### src/rtl/dp_ram_pipe_pkg.sv
// Shared types and limits for the pipelined dual-port RAM.
// Read/commit ordering modes and the latency ceiling live here.
package dp_ram_pipe_pkg;

    typedef enum logic {
        READ_FIRST  = 1'b0,
        WRITE_FIRST = 1'b1
    } rd_mode_e;

    localparam int MAX_LATENCY = 8;

endpackage

### src/rtl/dp_ram_delay.sv
// N-stage valid+payload register delay, all stages cleared on reset.
// Latency N cycles (N=0 is a wire); no backpressure, accepts a beat every cycle.
module dp_ram_delay #(
    parameter int N = 1,
    parameter int W = 8
) (
    input  logic         i_clk,
    input  logic         i_rst_n,
    input  logic         i_vld,
    input  logic [W-1:0] i_dat,
    output logic         o_vld,
    output logic [W-1:0] o_dat
);

    generate
        if (N == 0) begin : g_pass
            assign o_vld = i_vld;
            assign o_dat = i_dat;
        end else begin : g_pipe
            logic [N-1:0] vld_q;
            logic [N-1:0] vld_d;
            logic [W-1:0] dat_q [N];
            logic [W-1:0] dat_d [N];

            always_comb begin
                vld_d[0] = i_vld;
                dat_d[0] = i_dat;
                for (int i = 1; i < N; i++) begin
                    vld_d[i] = vld_q[i-1];
                    dat_d[i] = dat_q[i-1];
                end
            end

            always_ff @(posedge i_clk or negedge i_rst_n) begin
                if (!i_rst_n) begin
                    vld_q <= '0;
                    for (int i = 0; i < N; i++) dat_q[i] <= '0;
                end else begin
                    vld_q <= vld_d;
                    for (int i = 0; i < N; i++) dat_q[i] <= dat_d[i];
                end
            end

            assign o_vld = vld_q[N-1];
            assign o_dat = dat_q[N-1];
        end
    endgenerate

endmodule

### src/rtl/dp_ram_pipe.sv
// Dual-port byte-writable RAM with fixed read/write pipeline latencies.
// No backpressure: one request per port per cycle; pending writes are not forwarded.
module dp_ram_pipe
    import dp_ram_pipe_pkg::*;
#(
    parameter int       ADDR_WIDTH    = 4,
    parameter int       DATA_WIDTH    = 8,
    parameter int       READ_LATENCY  = 3,
    parameter int       WRITE_LATENCY = 3,
    parameter rd_mode_e RD_MODE       = READ_FIRST
) (
    input  logic                    i_clk,
    input  logic                    i_rst_n,
    input  logic                    i_ena,
    input  logic                    i_enb,
    input  logic                    i_wea,
    input  logic                    i_web,
    input  logic [DATA_WIDTH/8-1:0] i_bea,
    input  logic [DATA_WIDTH/8-1:0] i_beb,
    input  logic [ADDR_WIDTH-1:0]   i_addra,
    input  logic [ADDR_WIDTH-1:0]   i_addrb,
    input  logic [DATA_WIDTH-1:0]   i_dina,
    input  logic [DATA_WIDTH-1:0]   i_dinb,
    output logic [DATA_WIDTH-1:0]   o_douta,
    output logic [DATA_WIDTH-1:0]   o_doutb,
    output logic                    o_valida,
    output logic                    o_validb,
    output logic                    o_collision
);

    localparam int BW    = DATA_WIDTH / 8;
    localparam int DEPTH = 2 ** ADDR_WIDTH;
    localparam int WPW   = BW + ADDR_WIDTH + DATA_WIDTH;

    logic [DATA_WIDTH-1:0] mem_q [DEPTH];

    logic                  wra_vld, wrb_vld, rda_vld, rdb_vld;
    logic                  cma_vld, cmb_vld, rqa_vld, rqb_vld;
    logic [WPW-1:0]        cma_dat, cmb_dat;
    logic [BW-1:0]         cma_be, cmb_be;
    logic [ADDR_WIDTH-1:0] cma_addr, cmb_addr;
    logic [DATA_WIDTH-1:0] cma_din, cmb_din;
    logic [DATA_WIDTH-1:0] wr_a_word, wr_b_word, rda_word, rdb_word;
    logic [DATA_WIDTH-1:0] rqa_dat, rqb_dat;
    logic [DATA_WIDTH-1:0] douta_d, douta_q, doutb_d, doutb_q;
    logic                  valida_d, valida_q, validb_d, validb_q;
    logic                  collision_d, collision_q;

    function automatic logic [DATA_WIDTH-1:0] merge_bytes(
        input logic [DATA_WIDTH-1:0] old_w,
        input logic [BW-1:0]         be,
        input logic [DATA_WIDTH-1:0] din
    );
        logic [DATA_WIDTH-1:0] w;
        w = old_w;
        for (int i = 0; i < BW; i++) begin
            if (be[i]) w[i*8 +: 8] = din[i*8 +: 8];
        end
        return w;
    endfunction

    // Gate with reset so a zero-latency path cannot sample during reset.
    assign wra_vld = i_rst_n & i_ena & i_wea;
    assign wrb_vld = i_rst_n & i_enb & i_web;
    assign rda_vld = i_rst_n & i_ena & ~i_wea;
    assign rdb_vld = i_rst_n & i_enb & ~i_web;

    dp_ram_delay #(.N(WRITE_LATENCY - 1), .W(WPW)) u_wr_a (
        .i_clk(i_clk), .i_rst_n(i_rst_n), .i_vld(wra_vld),
        .i_dat({i_bea, i_addra, i_dina}), .o_vld(cma_vld), .o_dat(cma_dat)
    );
    dp_ram_delay #(.N(WRITE_LATENCY - 1), .W(WPW)) u_wr_b (
        .i_clk(i_clk), .i_rst_n(i_rst_n), .i_vld(wrb_vld),
        .i_dat({i_beb, i_addrb, i_dinb}), .o_vld(cmb_vld), .o_dat(cmb_dat)
    );

    assign {cma_be, cma_addr, cma_din} = cma_dat;
    assign {cmb_be, cmb_addr, cmb_din} = cmb_dat;

    // Port A's word already folds in B's bytes on a same-address commit, so A wins.
    always_comb begin
        wr_b_word = merge_bytes(mem_q[cmb_addr], cmb_be, cmb_din);
        wr_a_word = merge_bytes((cmb_vld && cmb_addr == cma_addr) ? wr_b_word : mem_q[cma_addr],
                                cma_be, cma_din);
        rda_word  = mem_q[i_addra];
        rdb_word  = mem_q[i_addrb];
        if (RD_MODE == WRITE_FIRST) begin
            if (cmb_vld && cmb_addr == i_addra) rda_word = wr_b_word;
            if (cma_vld && cma_addr == i_addra) rda_word = wr_a_word;
            if (cmb_vld && cmb_addr == i_addrb) rdb_word = wr_b_word;
            if (cma_vld && cma_addr == i_addrb) rdb_word = wr_a_word;
        end
    end

    always_ff @(posedge i_clk) begin
        if (cmb_vld) mem_q[cmb_addr] <= wr_b_word;
        if (cma_vld) mem_q[cma_addr] <= wr_a_word;
    end

    dp_ram_delay #(.N(READ_LATENCY - 1), .W(DATA_WIDTH)) u_rd_a (
        .i_clk(i_clk), .i_rst_n(i_rst_n), .i_vld(rda_vld),
        .i_dat(rda_word), .o_vld(rqa_vld), .o_dat(rqa_dat)
    );
    dp_ram_delay #(.N(READ_LATENCY - 1), .W(DATA_WIDTH)) u_rd_b (
        .i_clk(i_clk), .i_rst_n(i_rst_n), .i_vld(rdb_vld),
        .i_dat(rdb_word), .o_vld(rqb_vld), .o_dat(rqb_dat)
    );

    always_comb begin
        douta_d     = rqa_vld ? rqa_dat : douta_q;
        doutb_d     = rqb_vld ? rqb_dat : doutb_q;
        valida_d    = rqa_vld;
        validb_d    = rqb_vld;
        collision_d = cma_vld & cmb_vld & (cma_addr == cmb_addr);
    end

    always_ff @(posedge i_clk or negedge i_rst_n) begin
        if (!i_rst_n) begin
            douta_q     <= '0;
            doutb_q     <= '0;
            valida_q    <= 1'b0;
            validb_q    <= 1'b0;
            collision_q <= 1'b0;
        end else begin
            douta_q     <= douta_d;
            doutb_q     <= doutb_d;
            valida_q    <= valida_d;
            validb_q    <= validb_d;
            collision_q <= collision_d;
        end
    end

    assign o_douta     = douta_q;
    assign o_doutb     = doutb_q;
    assign o_valida    = valida_q;
    assign o_validb    = validb_q;
    assign o_collision = collision_q;

endmodule

### config.mk
export PLATFORM = sky130hd
export DESIGN_NAME = dp_ram_pipe
export DESIGN_NICKNAME = d
export VERILOG_FILES = /design/src/rtl/dp_ram_pipe_pkg.sv /design/src/rtl/dp_ram_delay.sv /design/src/rtl/dp_ram_pipe.sv
export SDC_FILE = /design/constraint.sdc
export NUM_CORES = 1
export LEC_CHECK = 0
export ABC_AREA = 0
export BUFFER_PORTS_ARGS = -buffer_cell sky130_fd_sc_hd__buf_2
export CAP_MARGIN = 20
export CORE_MARGIN = 10
export CORE_UTILIZATION = 55
export DETAILED_ROUTE_END_ITERATION = 16
export PLACE_DENSITY = 0.79
export SLEW_MARGIN = 20
export SYNTH_ARGS = -nofsm -noshare
export SYNTH_HDL_FRONTEND = slang
export SYNTH_SLANG_ARGS = --single-unit
export TNS_END_PERCENT = 1
### constraint.sdc
create_clock -name i_clk -period 7.2 [get_ports i_clk]
set_clock_uncertainty 0.1 [all_clocks]
set_input_delay 1.08 -clock i_clk [delete_from_list [all_inputs] [get_ports i_clk]]
set_output_delay 1.08 -clock i_clk [all_outputs]
set_load 0.1 [all_outputs]
Word-level counts from Yosys, hierarchy flattened

Memory sizes are Yosys's and may differ from the RTL's. A register that Yosys moved wholly into a read port is not among the register bits.
Cells that the tools add are included.

Register bits: 95
RAM bits: 128
Output and inout bits: 19
Word-level logic and storage cells: 44
Memories kept: 1

Equality and inequality tests: 4
Muxes and demuxes: 7
Bitwise logic cells: 13
Reductions and logical operators: 4

Memory list:

| memory | words | width | read ports | clocked after memory_dff | write ports | line              | RTL |
|---|---|---|---|---|---|---|---|
| mem_q  | 16    | 8     | 3          | 2                        | 2           | dp_ram_pipe.sv:35 | `logic [DATA_WIDTH-1:0] mem_q [DEPTH];` |

Operator list:

| kind               | count |
|---|---|
| $mux 8             | 3 |
| $eq 4x4->1         | 3 |
| $and 1x1->1        | 10 |
| $mux 1             | 4 |
| $not 1->1          | 3 |
| $logic_not 1->1    | 2 |
| $ne 2x2->1 const B | 1 |
| $reduce_and 2->1   | 1 |
| $logic_and 1x1->1  | 1 |

Logic depth before layout (Yosys ltp)

Depth in word-level cells: 5
Gate-level depth with buffers: 9
Gate-level depth less buffers: 4

Modules after synthesis

From an unflattened synthesis, not the netlist that was laid out.

Cell total of the unflattened synthesis: 1028
Area total of the unflattened synthesis: 13917.1 um2

Modules (own cells, without submodules):

| module                     | instances | cells each | area each (um2) | seq. area each (um2) |
|---|---|---|---|---|
| dp_ram_pipe                | 1         | 936        | 11614.9         | 4319.1 |
| dp_ram_delay at u_wr_a ... | 2         | 28         | 700.7           | 700.7 |
| dp_ram_delay at u_rd_a ... | 2         | 18         | 450.4           | 450.4 |

Worst setup path after synthesis

OpenSTA, ideal clock, no wires.

Kind: input -> register
Start: in i_addra[0]
End: reg u_rd_a.g_pipe.dat_q, in the netlist u_rd_a.g_pipe.dat_d[0], read port of mem_q
Library setup time: 0.138 ns
Arrival time: 2.494 ns
Slack: 4.468 ns
Stages: 4
Path buffers: 2
Cells stage by stage: clkbuf_1 buf_4 mux4_2 mux4_2

RTL lines:

| element     | line               | RTL |
|---|---|---|
| from (decl) | dp_ram_pipe.sv:20  | `input logic [ADDR_WIDTH-1:0] i_addra,` |
| to (decl)   | dp_ram_delay.sv:22 | `logic [W-1:0] dat_q [N];` |

==> flow_summary.json <==
{
  "stdcell_area_mm2": 0.0155,
  "reg2reg_slack_ps": 3610,
  "core_area_mm2": 0.0262,
  "synth.distinct_cells": 48,
  "hold_viol_final": 0,
  "finalNetCount": 1052,
  "worst_setup_path_end_kind": "flip-flop",
  "min_period_over_period_pct": 49.9,
  "crit_type": "reg2reg",
  "arrival_ps": 3710,
  "worstPathRequired_ps": 7320,
  "slew_headroom_pct": 26.5,
  "grt_overflow_total": 0,
  "cts_sinks": 239,
  "hpwlAfterDp_mm": 24.7,
  "slowest_stage": "dfrtp_2",
  "rows": 59,
  "cts_setup_buffers": 0,
  "r2r_end": "mem_q[1][3]$_DFFE_PP_",
  "worstHoldStart": "u_wr_a.g_pipe.dat_d[9]$_DFF_PN0_",
  "synth_top_flop_cell": "edfxtp_1",
  "firstDrtPassIters": 5,
  "antenna_found_initial": 0,
  "yosysWarnings": 0,
  "yosysTopAreaCell": "edfxtp_1",
  "syn-mean-instance-area_um2": 14.2,
  "holdWs_ps": 245,
  "fillCellCount": 1926,
  "syn2layout_area_growth_pct": 5.11,
  "clkLatencyLatePin_ps": 540,
  "ys_ff_latch": 239,
  "hold_path_depth": 0,
  "die_w_um": 184,
  "fmax_ghz": 0.278,
  "finalSetupTns_ps": 0,
  "vias_per_cell": 6.96,
  "synthTopCellsByArea": "edfxtp_1 (26%), dfrtp_1 (19%), mux4_2 (15%), mux2i_1 (11%), a31oi_2 (6.8%)",
  "drv_slew": 0,
  "startpoint_type": "flip-flop",
  "initial_core_util_pct": 56.2,
  "grt_pass1_vias": 9552,
  "grt_usage_pct": 24.0,
  "portBuffers": 50,
  "antenna_left": 0,
  "r2r-start": "u_wr_b.o_dat[8]$_DFF_PN0_",
  "crit_path_max_fanout": 32,
  "final_cells": 1375,
  "status": "finished, final reports clean",
  "drt_iter0_drc": 1226,
  "final_common_cell": "mux2i_1",
  "final_cell_mix": "mux2i_1 (168), nor2_1 (141), edfxtp_1 (128)",
  "postSynth.asyncResetShare_pct": 46.4,
  "cts_tree": "yes",
  "num_io_pins": 51,
  "rsz0062_at_grt": "no",
  "cts-root-buf": "clkbuf_16",
  "drive_above_1_share_pct": 34.2,
  "path_clk_slew_ps": 60,
  "routed_wl_mm": 40.3,
  "drv_cap": 0,
  "tightest_slew_ps": 1100,
  "r2r_cells": 5,
  "drc": 0,
  "postSynthCellCount": 1034,
  "synthesis.nets": 1066,
  "cts_buffers": 26,
  "period_needed_ps": 3590,
  "hp-class": "reg2reg",
  "synth-edff-count": 128,
  "vdd_drop_max_uv": 190,
  "n_antenna_cell": 0,
  "gp_congestion": 0.899,
  "cts_resized": 0,
  "cts_hold_buffers": 0,
  "p_per_area_mw_per_mm2": 227,
  "dp.cells": 1327,
  "seq_area_frac_synth_pct": 45.0,
  "wire_per_inst_um": 29.3,
  "leakagePower_uw": 0.00557,
  "htreeDepth": 1,
  "grt_pass1_wl_mm": 61.2,
  "synth_area_mm2": 0.0147,
  "grt_max_degree": 75,
  "synth_top_area_share_pct": 26.1,
  "die_area_mm2": 0.0337,
  "max_stage_delay_ps": 840,
  "vias": 9575,
  "placed_cell_area_mm2": 0.0146,
  "p_total_uw": 3510,
  "die_height_um": 184,
  "finalSetupViolCount": 0,
  "crit_path_cell_trace": "buf_4 -> mux4_2 -> mux2i_1 -> or2_1 -> a31oi_1",
  "clockBufferDepth": 3,
  "hold_end": "u_wr_a.o_dat[9]$_DFF_PN0_"
}
-- per-stage QoR --
stage          util [%]  setup slack [ps]
6_report           59.1              3610
5_1_grt            59.1              3430
2_1_floorplan         -              4470
3_3_place_gp       55.8              3660
3_5_place_dp       55.8              3650
4_1_cts            59.1              3660
-- worst max path at each step --
stage | start | end | slack (ps) | cells past startpoint
2_1_floorplan | i_addra[0] | u_rd_a.g_pipe.dat_d[0]$_DFF_PN0_ | 4470 | 4
3_3_place_gp | u_wr_b.o_dat[8]$_DFF_PN0_ | mem_q[0][4]$_DFFE_PP_ | 3660 | 5
3_5_place_dp | u_wr_b.o_dat[8]$_DFF_PN0_ | mem_q[0][4]$_DFFE_PP_ | 3650 | 5
4_1_cts | u_wr_b.o_dat[8]$_DFF_PN0_ | mem_q[0][4]$_DFFE_PP_ | 3660 | 5
5_1_grt | u_wr_b.o_dat[8]$_DFF_PN0_ | mem_q[1][3]$_DFFE_PP_ | 3430 | 5
6_report | u_wr_b.o_dat[8]$_DFF_PN0_ | mem_q[1][3]$_DFFE_PP_ | 3610 | 5
-- routing by layer --
layer	routed length [um]	GRT usage, %	vias up
li1	-	-	3988
met3	3990	4.13	163
met2	19200	38.5	664
met1	14700	30.4	4760
met5	0	0	-
met4	2360	13.2	0
-- sequential cells by signal, indices dropped and copies added (netlist names) --
signal,count
u_wr_b.o_dat,13
o_validb,1
u_rd_a.o_dat,8
o_douta,8
u_wr_a.g_pipe.vld_q,2
o_collision,1
u_wr_b.g_pipe.vld_q,2
o_valida,1
mem_q,128
u_rd_a.g_pipe.dat_d,8
u_wr_a.g_pipe.dat_d,13
u_rd_b.o_dat,8
u_wr_a.o_dat,13
o_doutb,8
u_wr_b.g_pipe.dat_d,13
u_rd_a.g_pipe.vld_q,2
u_rd_b.g_pipe.vld_q,2
u_rd_b.g_pipe.dat_d,8
-- logic make-up (layout without fill, tap and decap cells) --
family | Yosys count | count (layout) | synth area share, %
XOR/XNOR | 4 | 4 | 0.365
buffers and inverters | 122 | 128 | 6.72
AND/OR/NAND/NOR | 221 | 221 | 9.03
flip-flops | 239 | 239 | 45.0
AO/OA/AOI/OAI | 168 | 168 | 11.6
multiplexers | 280 | 280 | 27.3
-- area by class of cell --
cell class	instances	area (um2)	share of cell area, %
sequential	239	6620	42.8
inverter	11	41.3	0.267
tap	335	419	2.71
multi-input combinational	673	7130	46.1
clock buffer	39	813	5.25
clock inverter	9	55.1	0.356
timing repair buffer	69	398	2.57
-- worst max-delay path: cells and delay by family, from the launching register on --
family          cells  cell delay [ps]
flops               1              840
mux                 2              730
buf+inv             1              630
simple gates        1              610
compound gates      1              310
-- power breakdown --
part	switching (uW)	leakage (uW)	internal (uW)	total, uW
sequential	51.5	0.00246	1520	1570
clock	559	0.000436	782	1340
combinational	405	0.00267	191	596
-- synth_stat cells (2+ instances only) --
library cell  instances
nor2b_1               3
a31oi_2              80
o22ai_2               8
nor2_1              141
nand4b_4              2
o21bai_4              8
nand3_1               6
nand2_1               5
buf_1                10
nor2_2                8
buf_8                10
o21ai_1               8
mux2i_1             168
edfxtp_1            128
xnor2_1               2
buf_12                4
nor2_8               16
buf_4                15
or2_1                 8
mux2_2               16
and3_1                5
nand4_1               3
mux4_2               95
buf_6                39
o211ai_1              4
inv_1                11
o221ai_1              4
buf_2                 4
clkbuf_1             29
nor3b_1               2
dfrtp_1             111
a31oi_1              56
nand2b_1             10
Note: power is estimated with default switching activity, not from simulation.
